<file path="src/rtl/mips_pkg.sv">
// Shared definitions for the MIPS core: ALU op codes and register-index constants.
package mips_pkg;

    localparam int unsigned REG_ADDR_WIDTH = 5;
    localparam logic [REG_ADDR_WIDTH-1:0] ZERO_REG = '0;

    // Shift operations are the codes with bit 3 set.
    typedef enum logic [3:0] {
        AluAdd = 4'h0,
        AluSub = 4'h1,
        AluAnd = 4'h2,
        AluOr  = 4'h3,
        AluXor = 4'h4,
        AluLui = 4'h5,
        AluSll = 4'h8,
        AluSrl = 4'h9,
        AluSra = 4'hA
    } alu_op_e;

endpackage

</file>
<file path="src/rtl/forward_mux.sv">
// Per-operand forwarding select: EX/MEM beats MEM/WB beats the captured register value.
module forward_mux
    import mips_pkg::*;
#(
    parameter int unsigned DataWidth    = 32,
    parameter int unsigned RegAddrWidth = REG_ADDR_WIDTH
) (
    input  logic [RegAddrWidth-1:0] src_i,
    input  logic [DataWidth-1:0]    reg_data_i,
    input  logic                    ex_mem_reg_write_i,
    input  logic                    ex_mem_mem_read_i,
    input  logic [RegAddrWidth-1:0] ex_mem_rd_i,
    input  logic [DataWidth-1:0]    ex_mem_result_i,
    input  logic                    mem_wb_reg_write_i,
    input  logic [RegAddrWidth-1:0] mem_wb_rd_i,
    input  logic [DataWidth-1:0]    mem_wb_data_i,
    output logic [DataWidth-1:0]    fwd_data_o
);

    logic src_nonzero;
    assign src_nonzero = (src_i != RegAddrWidth'(ZERO_REG));

    // A load in EX/MEM has no data yet; the hazard logic stalls instead.
    always_comb begin
        fwd_data_o = reg_data_i;
        if (ex_mem_reg_write_i && !ex_mem_mem_read_i && (ex_mem_rd_i == src_i) && src_nonzero) begin
            fwd_data_o = ex_mem_result_i;
        end else if (mem_wb_reg_write_i && (mem_wb_rd_i == src_i) && src_nonzero) begin
            fwd_data_o = mem_wb_data_i;
        end
    end

endmodule

</file>
<file path="src/rtl/id_ex_stage.sv">
// ID/EX pipeline register: captures decoded operands, resolves forwarding and load-use stalls,
// and presents ALU operands plus downstream control behind a valid/ready handshake.
module id_ex_stage
    import mips_pkg::*;
#(
    parameter int unsigned DataWidth    = 32,
    parameter int unsigned RegAddrWidth = REG_ADDR_WIDTH
) (
    input  logic                    Clock,
    input  logic                    Reset_n,
    input  logic                    InValid,
    output logic                    InReady,
    input  logic                    Flush,
    input  logic [DataWidth-1:0]    RsData,
    input  logic [DataWidth-1:0]    RtData,
    input  logic [RegAddrWidth-1:0] Rs,
    input  logic [RegAddrWidth-1:0] Rt,
    input  logic [RegAddrWidth-1:0] Rd,
    input  logic [15:0]             Imm16,
    input  logic [4:0]              Shamt,
    input  logic [3:0]              InALUControl,
    input  logic                    ALUSrcImm,
    input  logic                    SignExt,
    input  logic                    IsShift,
    input  logic                    InRegWrite,
    input  logic                    InMemRead,
    input  logic                    InMemWrite,
    input  logic                    ExMemRegWrite,
    input  logic                    ExMemMemRead,
    input  logic [RegAddrWidth-1:0] ExMemRd,
    input  logic [DataWidth-1:0]    ExMemResult,
    input  logic                    MemWbRegWrite,
    input  logic [RegAddrWidth-1:0] MemWbRd,
    input  logic [DataWidth-1:0]    MemWbData,
    output logic                    OutValid,
    input  logic                    OutReady,
    output logic [DataWidth-1:0]    ALUX,
    output logic [DataWidth-1:0]    ALUY,
    output logic [3:0]              ALUControl,
    output logic [DataWidth-1:0]    StoreData,
    output logic [RegAddrWidth-1:0] Dest,
    output logic                    RegWrite,
    output logic                    MemRead,
    output logic                    MemWrite
);

    logic                    valid_q, valid_d;
    logic [DataWidth-1:0]    rs_data_q, rt_data_q;
    logic [RegAddrWidth-1:0] rs_q, rt_q, rd_q;
    logic [15:0]             imm_q;
    logic [4:0]              shamt_q;
    logic [3:0]              alu_ctrl_q;
    logic                    alu_src_imm_q, sign_ext_q, is_shift_q;
    logic                    reg_write_q, mem_read_q, mem_write_q;

    logic                    hazard, accept, load, out_valid;
    logic [DataWidth-1:0]    fwd_rs, fwd_rt, imm_ext;

    assign hazard = valid_q && ExMemRegWrite && ExMemMemRead
                 && (ExMemRd != RegAddrWidth'(ZERO_REG))
                 && ((ExMemRd == rs_q) || (ExMemRd == rt_q));

    assign out_valid = valid_q && !hazard;
    assign InReady   = !valid_q || (OutReady && !hazard);
    assign accept    = InValid && InReady;
    assign load      = accept && !Flush;

    always_comb begin
        valid_d = valid_q;
        if (Flush) begin
            valid_d = 1'b0;
        end else if (accept) begin
            valid_d = 1'b1;
        end else if (out_valid && OutReady) begin
            valid_d = 1'b0;
        end
    end

    always_ff @(posedge Clock or negedge Reset_n) begin
        if (!Reset_n) begin
            valid_q <= 1'b0;
        end else begin
            valid_q <= valid_d;
        end
    end

    always_ff @(posedge Clock or negedge Reset_n) begin
        if (!Reset_n) begin
            rs_data_q     <= '0;
            rt_data_q     <= '0;
            rs_q          <= '0;
            rt_q          <= '0;
            rd_q          <= '0;
            imm_q         <= '0;
            shamt_q       <= '0;
            alu_ctrl_q    <= AluAdd;
            alu_src_imm_q <= 1'b0;
            sign_ext_q    <= 1'b0;
            is_shift_q    <= 1'b0;
            reg_write_q   <= 1'b0;
            mem_read_q    <= 1'b0;
            mem_write_q   <= 1'b0;
        end else if (load) begin
            rs_data_q     <= RsData;
            rt_data_q     <= RtData;
            rs_q          <= Rs;
            rt_q          <= Rt;
            rd_q          <= Rd;
            imm_q         <= Imm16;
            shamt_q       <= Shamt;
            alu_ctrl_q    <= InALUControl;
            alu_src_imm_q <= ALUSrcImm;
            sign_ext_q    <= SignExt;
            is_shift_q    <= IsShift;
            reg_write_q   <= InRegWrite;
            mem_read_q    <= InMemRead;
            mem_write_q   <= InMemWrite;
        end
    end

    forward_mux #(
        .DataWidth   (DataWidth),
        .RegAddrWidth(RegAddrWidth)
    ) u_fwd_rs (
        .src_i             (rs_q),
        .reg_data_i        (rs_data_q),
        .ex_mem_reg_write_i(ExMemRegWrite),
        .ex_mem_mem_read_i (ExMemMemRead),
        .ex_mem_rd_i       (ExMemRd),
        .ex_mem_result_i   (ExMemResult),
        .mem_wb_reg_write_i(MemWbRegWrite),
        .mem_wb_rd_i       (MemWbRd),
        .mem_wb_data_i     (MemWbData),
        .fwd_data_o        (fwd_rs)
    );

    forward_mux #(
        .DataWidth   (DataWidth),
        .RegAddrWidth(RegAddrWidth)
    ) u_fwd_rt (
        .src_i             (rt_q),
        .reg_data_i        (rt_data_q),
        .ex_mem_reg_write_i(ExMemRegWrite),
        .ex_mem_mem_read_i (ExMemMemRead),
        .ex_mem_rd_i       (ExMemRd),
        .ex_mem_result_i   (ExMemResult),
        .mem_wb_reg_write_i(MemWbRegWrite),
        .mem_wb_rd_i       (MemWbRd),
        .mem_wb_data_i     (MemWbData),
        .fwd_data_o        (fwd_rt)
    );

    assign imm_ext = {{(DataWidth-16){sign_ext_q & imm_q[15]}}, imm_q};

    // Shift amount is presented in the shamt field position, bits [10:6].
    assign ALUX = is_shift_q ? {{(DataWidth-11){1'b0}}, shamt_q, 6'b0} : fwd_rs;
    assign ALUY = alu_src_imm_q ? imm_ext : fwd_rt;

    assign OutValid   = out_valid;
    assign ALUControl = alu_ctrl_q;
    assign StoreData  = fwd_rt;
    assign Dest       = rd_q;
    assign RegWrite   = reg_write_q && out_valid;
    assign MemRead    = mem_read_q && out_valid;
    assign MemWrite   = mem_write_q && out_valid;

endmodule
</file>
<file path="config.mk">
export PLATFORM = sky130hd
export DESIGN_NAME = id_ex_stage
export DESIGN_NICKNAME = d
export VERILOG_FILES = /design/src/rtl/mips_pkg.sv /design/src/rtl/forward_mux.sv /design/src/rtl/id_ex_stage.sv
export SDC_FILE = /design/constraint.sdc
export NUM_CORES = 1
export LEC_CHECK = 0
export ABC_AREA = 1
export BUFFER_PORTS_ARGS = -buffer_cell sky130_fd_sc_hd__buf_2
export CAP_MARGIN = 20
export CORE_AREA = 2 2 130 132
export CTS_CLUSTER_DIAMETER = 150
export CTS_CLUSTER_SIZE = 16
export DETAILED_ROUTE_END_ITERATION = 10
export DIE_AREA = 0 0 132 134
export PLACE_DENSITY = 0.8
export REMOVE_ABC_BUFFERS = 1
export SYNTH_ARGS = -nofsm -noshare
export SYNTH_HDL_FRONTEND = slang
export SYNTH_HIERARCHICAL = 1
export SYNTH_SLANG_ARGS = --single-unit
</file>
<file path="constraint.sdc">
create_clock -name Clock -period 2.1 [get_ports Clock]
set_clock_uncertainty 0.15 [all_clocks]
set_input_delay 0.21 -clock Clock [delete_from_list [all_inputs] [get_ports Clock]]
set_output_delay 0.21 -clock Clock [all_outputs]
set_load 0.005 [all_outputs]
</file>
==> results.txt, run 1 <==
----------------------------------------------------
[Worst setup path]
  Type of element launching the critical path ... flop
  Worst setup startpoint ... rt_q[3]$_DFFE_PN0P_
  Maximum single-stage delay on the critical path ... about 0.42 ns
  CP Depth ... 11
  Category of the most critical setup path ... flop to primary output
  Buffers and inverters on the worst path ... 3
  Series of cell instances along the critical path ... inv_2, nand3_2, nor2_4, nor2_8, nand2_4, buf_4, nand2_1, nand3_2, nand2_1, mux2_2, buf_2
  Destination of the critical timing path ... ALUY[0]
  Kind of cell with the highest combined delay on the critical path ... simple AND/OR/NAND/NOR gates
  Reg2Reg Setup Slack ... 0 ns
  Startpoint of the worst-slack reg-to-reg timing path ... rs_q[3]$_DFFE_PN0P_
  Slowest stage cell on the critical path ... sky130_fd_sc_hd__dfrtp_1
  Kind of end point of the critical path ... primary output
  Critical R2R Capture ... rs_data_q[7]$_DFFE_PN0P_
  Worst Reg2Reg Path Length in Cells ... 14
  CP max FO ... 5
  Required time of the worst setup path ... between 1.5 and 2 ns
  Arrival time at the worst endpoint ... approximately 2.2 ns

[Min path]
  Hold WC Path Type ... input pin to flop

[Yosys]
  Cell count after synthesis ... between 1000 and 1500
  Proportion of synthesized chip area in sequential cells ... roughly 35%
  Synthesized-area fraction occupied by xor and xnor cells ... less than 1%
  Total standard cell area after synthesis ... between 0.008 and 0.009 mm²
  Yosys Warn Count ... 6
  Total of flip-flops plus latches after synthesis ... roughly 110
  Adder and majority gate portion of the synthesized area ... 0%
  Top cells by area, synth ... sky130_fd_sc_hd__dfrtp_1, sky130_fd_sc_hd__nand2_1, sky130_fd_sc_hd__inv_1, sky130_fd_sc_hd__nand4_1, sky130_fd_sc_hd__nand3_1
  Portion of netlist area occupied by mux cells ... slightly below 3%
  Synth area leader ... sky130_fd_sc_hd__dfrtp_1
  Share of the synthesized area in compound gates (AO/OA/AOI/OAI) ... approximately 1.1%
  Share of synthesized cell area in and, or, nand and nor gates ... 44.4%
  Largest family of logic cells by synthesized area ... simple AND/OR/NAND/NOR gates
  Avg Synthesized Cell Area ... 6.39 µm²
  Area fraction of the dominant cell type after synthesis ... between 30% and 40%
  Distinct cell type count after synthesis ... 23

[CTS]
  CTS Sinks ... between 100 and 150
  Clock Tree Buf Depth ... 2
  Skew-Pair Late Insertion Delay ... ~0.36 ns
  CTS tree ... yes
  Number of clock buffers inserted by TritonCTS ... 9
  Count of H-tree levels built during CTS ... 3
  Post-CTS clock slew at the launch and capture registers of the worst setup and hold paths ... 0.08 ns
  Buffer cell driving the clock tree root ... sky130_fd_sc_hd__clkbuf_16

[STA]
  Number of max-slew violations in the final report ... 0
  Setup WS post-layout ... -0.469 ns
  Crit path time final ... between 2 and 3 ns
  Slew at the pin closest to its max-slew limit ... 0.735 ns
  Highest clock frequency the design can meet ... between 0.3 and 0.4 GHz
  Worst-case headroom to the max-slew limit ... 50.9%
  Final hold violation count ... 0
  Period utilization ... 122%
  Final setup violation count ... around 100
  RSZ-0062 raised after global routing ... true
  Total negative setup slack ... -29.75 ns

[Pwr]
  Maximum ir drop on the vdd rail ... around 560 µV
  Leak pwr ... approximately 7.5 nW
  Power density over cell area ... between 600 and 700 mW/mm²

[Placed design]
  Minimum setup slack after placement ... -0.0334 ns
  Count of port buffers added during placement ... roughly 300
  Placed wire-length estimate after detailed placement ... 19800 µm
  Final RePlAce weighted congestion ... about 0.9

[Global route]
  Aggregate global routing overflow ... 0
  Pin count of the biggest net entering global routing ... approximately 80
  Total global routing track utilization ... a little over a third
  Wire length of the first global-routing pass ... a little under 50000 µm
  Initial antenna violation count ... 3
  Via count of the first global-routing pass ... about 10000

[Floorplan]
  Core outline area ... ~0.016 mm²
  DIE HEIGHT ... 134 µm
  Initial Util ... between 40% and 50%
  Floorplan die area ... around 0.018 mm²
  Die span in x ... 132 µm
  Number of primary I/O pins ... 302
  Floorplan row count ... 47

[Drt]
  Wire length after detailed routing ... about 35000 µm
  Detail-routed via count per cell ... around 5.6
  DRC violation count after routing ... 0
  Antenna Violating Nets Remaining ... 0
  Average detailed-routed wire length per instance ... approximately 18 µm
  Number of detailed-routing iterations run before antenna repair ... 6
  Drt first-iter violations ... approximately 1300
  Routed vias ... ~11000

[Cells and area]
  Fraction of layout cells with a size suffix above 1 ... 36.9%
  Net count reported at finish ... 1889
  Leading cell types in the layout, fill and taps excluded ... sky130_fd_sc_hd__nand2_1, sky130_fd_sc_hd__buf_2, sky130_fd_sc_hd__inv_1
  Commonest non-fill, non-tap cell in the layout ... sky130_fd_sc_hd__nand2_1
  Area added between synthesis and finish ... 58.7%

[Outcome]
  Result of the run ... finished, violations left
  Failing checks ... setup timing

[Flow run]
  Number of maximum-capacitance violations ... 0

----------------------------------------------------
-- sequential cells by signal, indices dropped and copies added, names as in the netlist, 4 cells and up --
signal / count
ALUControl: 4
Dest: 5
imm_q: 16
rs_data_q: 32
rs_q: 5
rt_data_q: 32
rt_q: 5
shamt_q: 5
-- through the flow --
step                      instances  cell area [µm²]  util [%]  hold slack [ns]  power [mW]
final                          1924            12800      78.4           0.0107        7.71
after global routing           1924            12800      78.4           0.0195        8.09
after CTS                      1900            12100      74.1          0.00273        7.32
after detailed placement       1754            10100      61.7           0.0419        5.16
after global placement         1754            10100      61.7           0.0403        5.11
after floorplan                1172             7560         -           -0.236        3.98
-- worst reg2reg max path, cell delays in order, from the launching register on --
cell	delay, ns
sky130_fd_sc_hd__dfrtp_1	0.42
sky130_fd_sc_hd__buf_6	0.14
sky130_fd_sc_hd__buf_6	0.11
sky130_fd_sc_hd__nand2_1	0.05
sky130_fd_sc_hd__nand2_1	0.05
sky130_fd_sc_hd__nor2_1	0.10
sky130_fd_sc_hd__nand3_1	0.10
sky130_fd_sc_hd__nand2_2	0.10
sky130_fd_sc_hd__nand2_4	0.09
sky130_fd_sc_hd__buf_12	0.14
sky130_fd_sc_hd__nand3_4	0.08
sky130_fd_sc_hd__buf_4	0.20
sky130_fd_sc_hd__buf_8	0.18
sky130_fd_sc_hd__nand2_1	0.08
sky130_fd_sc_hd__nand2_1	0.07
-- worst min path at each step --
| stage | startpoint | to | slack (ns) | cells after the start |
|---|---|---|---|---|
| detailed placement | Reset_n | rt_data_q[31]$_DFFE_PN0P_ | 0.04 | 1 |
| finish | RsData[5] | rs_data_q[5]$_DFFE_PN0P_ | 0.01 | 3 |
| global placement | Reset_n | rt_data_q[31]$_DFFE_PN0P_ | 0.04 | 1 |
| floorplan | Reset_n | ALUControl[0]$_DFFE_PN0P_ | -0.24 | 0 |
| global route | RsData[5] | rs_data_q[5]$_DFFE_PN0P_ | 0.02 | 3 |
| CTS | RsData[5] | rs_data_q[5]$_DFFE_PN0P_ | 0.003 | 3 |
-- layout make-up --
| cell class | count | area (µm²) |
|---|---|---|
| antenna | 3 | 7.51 |
| clock buffer | 9 | 225 |
| clock inverter | 6 | 70.1 |
| fill | 1089 | 3520 |
| inverter | 220 | 843 |
| multi-input combinational | 842 | 4580 |
| sequential | 111 | 2780 |
| tap | 220 | 275 |
| timing repair buffer | 513 | 3990 |
-- cells by family (layout without fill, tap and decap cells) --
family	after synthesis	after routing
other	0	3
XOR/XNOR	6	6
flip-flops	111	111
buffers and inverters	307	748
multiplexers	21	21
AO/OA/AOI/OAI	18	18
AND/OR/NAND/NOR	796	797
-- cells in the mapped netlist --
| cell type | count |
|---|---|
| sky130_fd_sc_hd__buf_2 | 18 |
| sky130_fd_sc_hd__buf_1 | 10 |
| sky130_fd_sc_hd__nand3_2 | 2 |
| sky130_fd_sc_hd__inv_1 | 200 |
| sky130_fd_sc_hd__xnor2_1 | 6 |
| sky130_fd_sc_hd__nand3_1 | 135 |
| sky130_fd_sc_hd__clkinv_1 | 2 |
| sky130_fd_sc_hd__o21ai_0 | 16 |
| sky130_fd_sc_hd__mux2_2 | 21 |
| sky130_fd_sc_hd__nand2_1 | 482 |
| sky130_fd_sc_hd__nand4_1 | 112 |
| sky130_fd_sc_hd__nor2_4 | 4 |
| sky130_fd_sc_hd__clkbuf_1 | 27 |
| sky130_fd_sc_hd__nor3_4 | 2 |
| sky130_fd_sc_hd__nor2_1 | 50 |
| sky130_fd_sc_hd__o21ai_1 | 2 |
| sky130_fd_sc_hd__buf_4 | 26 |
| sky130_fd_sc_hd__nor2_8 | 2 |
| sky130_fd_sc_hd__buf_6 | 6 |
| sky130_fd_sc_hd__nand2_4 | 4 |
| sky130_fd_sc_hd__dfrtp_1 | 111 |
| sky130_fd_sc_hd__inv_2 | 18 |
| sky130_fd_sc_hd__nand2_2 | 3 |
-- metal layers --
layer,global-route usage [%],share of wire (%),vias to the layer above
met1,40.9,36,4976
li1,-,-,4798
met4,18.2,5.5,2
met5,0,0.037,-
met3,6.35,9.4,186
met2,60.5,49,784
-- power breakdown --
part           internal (mW)  switching, mW  total, mW  leakage (nW)
Combinational           1.49           1.78       3.27          5.94
Sequential              2.46          0.208       2.66          1.37
Clock                  0.929          0.845       1.77         0.139
-- what timing repair did --
action,4_1_cts,5_1_grt
resized for setup,124,115
setup buffers,20,16
cloned,4,9
endpoints found under the setup margin,101,211
hold endpoints to repair,138,0
pin swaps,32,38
hold buffers,109,0
Note: power is estimated with default switching activity, not from simulation.
==> run 2, diff against run 1 <==
--- a/config.mk
+++ b/config.mk
@@ -10,3 +10,3 @@
 export CAP_MARGIN = 20
-export CORE_AREA = 2 2 130 132
+export CORE_AREA = 2 2 139 243
 export CTS_CLUSTER_DIAMETER = 150
@@ -14,4 +14,3 @@
 export DETAILED_ROUTE_END_ITERATION = 10
-export DIE_AREA = 0 0 132 134
-export PLACE_DENSITY = 0.8
+export DIE_AREA = 0 0 141 245
 export REMOVE_ABC_BUFFERS = 1
==> constraint.sdc (replaced) <==
create_clock -name Clock -period 2.1 [get_ports Clock]
set_clock_uncertainty 0.15 [all_clocks]
set_input_delay 0.315 -clock Clock [delete_from_list [all_inputs] [get_ports Clock]]
set_output_delay 0.315 -clock Clock [all_outputs]
set_load 0.005 [all_outputs]
==> results.txt, run 2 (synthesis results as in run 1) <==
----------------------------------------------------
[Cells and area]
  Leading cell types in the layout, fill and taps excluded ... sky130_fd_sc_hd__nand2_1, sky130_fd_sc_hd__buf_2, sky130_fd_sc_hd__inv_1
  Largest registers ... rs_data_q: 32 flops, rt_data_q: 32 flops, imm_q: 16 flops
  Area added between synthesis and finish ... 57.5%
  Commonest non-fill, non-tap cell in the layout ... sky130_fd_sc_hd__nand2_1
  Finished Layout Cells ... 2046
  Fraction of layout cells with a size suffix above 1 ... 41.6%
  Net count reported at finish ... about 1800

[CTS]
  Buffer cell driving the clock tree root ... sky130_fd_sc_hd__clkbuf_16
  CTS tree ... yes
  Clock Tree Buf Depth ... 2
  Skew-Pair Late Insertion Delay ... 0.39 ns
  Number of clock buffers inserted by TritonCTS ... 9
  Post-CTS clock slew at the launch and capture registers of the worst setup and hold paths ... about 0.080 ns
  CTS Sinks ... between 100 and 150
  Count of H-tree levels built during CTS ... 3

[STA]
  Worst-case headroom to the max-slew limit ... between 70% and 80%
  Crit path time final ... 2.71 ns
  Final-layout worst hold slack ... about 0.02 ns
  Number of max-slew violations in the final report ... 0
  Final hold violation count ... 0
  RSZ-0062 raised after global routing ... true
  Slew at the pin closest to its max-slew limit ... around 0.43 ns
  Total negative setup slack ... -47.44 ns
  Final setup violation count ... between 100 and 150
  Highest clock frequency the design can meet ... approximately 0.37 GHz
  Period utilization ... 129%
  Setup WS post-layout ... -0.605 ns

[Floorplan]
  Core outline area ... roughly 0.033 mm²
  Floorplan row count ... 88
  Initial Util ... around 25%
  Floorplan die area ... about 0.035 mm²
  Die span in x ... 141 µm
  DIE HEIGHT ... 245 µm
  Number of primary I/O pins ... between 300 and 400

[Global route]
  Total global routing track utilization ... about a fifth
  Wire length of the first global-routing pass ... about 53000 µm
  Initial antenna violation count ... 12
  Aggregate global routing overflow ... 0
  Pin count of the biggest net entering global routing ... 69
  Via count of the first global-routing pass ... ~9500

[Min path]
  Hold WC Path Type ... input pin to flop
  Worst hold start ... RsData[17]

[Pwr]
  Total internal power ... a little over 5 mW
  Maximum ir drop on the vdd rail ... approximately 420 µV
  Leak pwr ... 7.30 nW
  Share of power burned in the clock network ... roughly a quarter
  Switching part of the total power ... 36.3%
  Part of the total power dissipated in sequential elements ... about a third
  Comb pwr share ... 41.0%
  Net load switching power ... 2.88 mW
  Power density over cell area ... 627 mW/mm²
  Total design power ... slightly below 8 mW

[Placed design]
  Count of port buffers added during placement ... 301
  Final RePlAce weighted congestion ... around 0.9
  Placed wire-length estimate after detailed placement ... approximately 26000 µm
  Placed cells ... just under 2000

[Worst setup path]
  Worst setup startpoint ... rt_q[3]$_DFFE_PN0P_
  Category of the most critical setup path ... flop to primary output
  Maximum single-stage delay on the critical path ... between 0.4 and 0.5 ns
  Arrival time at the worst endpoint ... 2.24 ns
  Kind of end point of the critical path ... primary output
  Startpoint of the worst-slack reg-to-reg timing path ... rs_q[1]$_DFFE_PN0P_
  Slowest stage cell on the critical path ... sky130_fd_sc_hd__dfrtp_1
  Most used cell along the critical path ... sky130_fd_sc_hd__nand2_1
  Buffers and inverters on the worst path ... 3
  CP max FO ... 5
  Required time of the worst setup path ... 1.63 ns
  Type of element launching the critical path ... flop
  Series of cell instances along the critical path ... inv_2, nand3_2, nor2_4, nor2_8, nand2_8, bufbuf_16, nand2_1, nand3_1, nand2_1, mux2_2, buf_2
  Kind of cell with the highest combined delay on the critical path ... simple AND/OR/NAND/NOR gates

[Drt]
  Detail-routed via count per cell ... between 4 and 5
  DRC violation count after routing ... 0
  Drt first-iter violations ... between 500 and 600
  Average detailed-routed wire length per instance ... 18.1 µm
  Number of detailed-routing iterations run before antenna repair ... 5
  Routed vias ... between 9000 and 10000
  Wire length after detailed routing ... between 30000 and 40000 µm
  Antenna Violating Nets Remaining ... 0

[Outcome]
  Failing checks ... setup timing
  Result of the run ... finished, violations left

[Flow run]
  Number of maximum-capacitance violations ... 0

----------------------------------------------------
[run 2: changes by cell type in the layout (fill, tap and decap cells not counted), moves of 12 or more]
cell / previous run / this run
sky130_fd_sc_hd__nand2_1: 409 / 385
sky130_fd_sc_hd__nand2_4: 21 / 36
sky130_fd_sc_hd__nand3_1: 88 / 76
sky130_fd_sc_hd__buf_6: 25 / 41
sky130_fd_sc_hd__dlygate4sd3_1: 109 / 22
[run 2: path summary, 6_finish.rpt]
check	cells past startpoint	end	slack, ns
worst max register to register	14	rs_data_q[1]$_DFFE_PN0P_	-0.01
min in group asynchronous	2	rs_data_q[4]$_DFFE_PN0P_	0.23
worst min-delay path	3	rs_data_q[17]$_DFFE_PN0P_	0.02
max in group asynchronous	3	rs_q[2]$_DFFE_PN0P_	0.93
worst max-delay path	11	ALUY[8]	-0.61
worst min register to register	2	rs_data_q[6]$_DFFE_PN0P_	0.32
[run 2: repair_timing]
item	4_1_cts	5_1_grt
setup endpoints to repair	101	212
hold buffers	22	0
cloned	3	6
endpoints found under the hold margin	37	0
resized for setup	168	153
buffers inserted	20	12
pin swaps	46	47
[run 2: power groups by stage]
stage / registers [mW] / logic, mW / clock network, mW
after CTS: 2.68 / 2.97 / 2.07
final: 2.68 / 3.25 / 2.01
after detailed placement: 2.72 / 2.61 / 0
after floorplan: 2.68 / 1.29 / 0
after global routing: 2.72 / 3.57 / 2.12
after global placement: 2.70 / 2.58 / 0
[run 2: cell type report]
class | count | area [µm²]
inverter | 220 | 846
timing repair buffer | 442 | 3390
multi-input combinational | 842 | 4800
tap | 405 | 507
clock inverter | 5 | 81.3
antenna | 10 | 25.0
clock buffer | 11 | 243
sequential | 111 | 2780
fill | 3399 | 20000
[run 2: through the flow]
step	setup WS (ns)	utilization [%]	area, µm²
floorplan	-5.38	-	7560
global placement	-0.279	32.0	10500
detailed placement	-0.256	32.0	10500
CTS	-0.649	36.2	11800
global route	-0.694	38.8	12700
finish	-0.605	38.8	12700
[run 2: worst register-to-register path, cell delays in order, from the launching register on]
cell and delay (ns):
sky130_fd_sc_hd__dfrtp_1 0.43, sky130_fd_sc_hd__buf_6 0.14, sky130_fd_sc_hd__buf_6 0.11, sky130_fd_sc_hd__nand2_2 0.06, sky130_fd_sc_hd__nand2_2 0.07, sky130_fd_sc_hd__nor2_4 0.13
sky130_fd_sc_hd__nand3_2 0.09, sky130_fd_sc_hd__nand2_2 0.09, sky130_fd_sc_hd__nand2_4 0.08, sky130_fd_sc_hd__buf_8 0.14, sky130_fd_sc_hd__nand3_4 0.07, sky130_fd_sc_hd__buf_12 0.16
sky130_fd_sc_hd__buf_12 0.20, sky130_fd_sc_hd__nand2_1 0.08, sky130_fd_sc_hd__nand2_1 0.06
[run 2: metal layers]
metal  global-route usage, %  vias to the layer above  part of all wire, %
li1                        -                     4655                    -
met2                    36.9                      314                   54
met3                    2.63                       68                  4.2
met5                       0                        -                0.073
met4                    11.2                        4                  4.1
met1                    22.6                     4632                   37
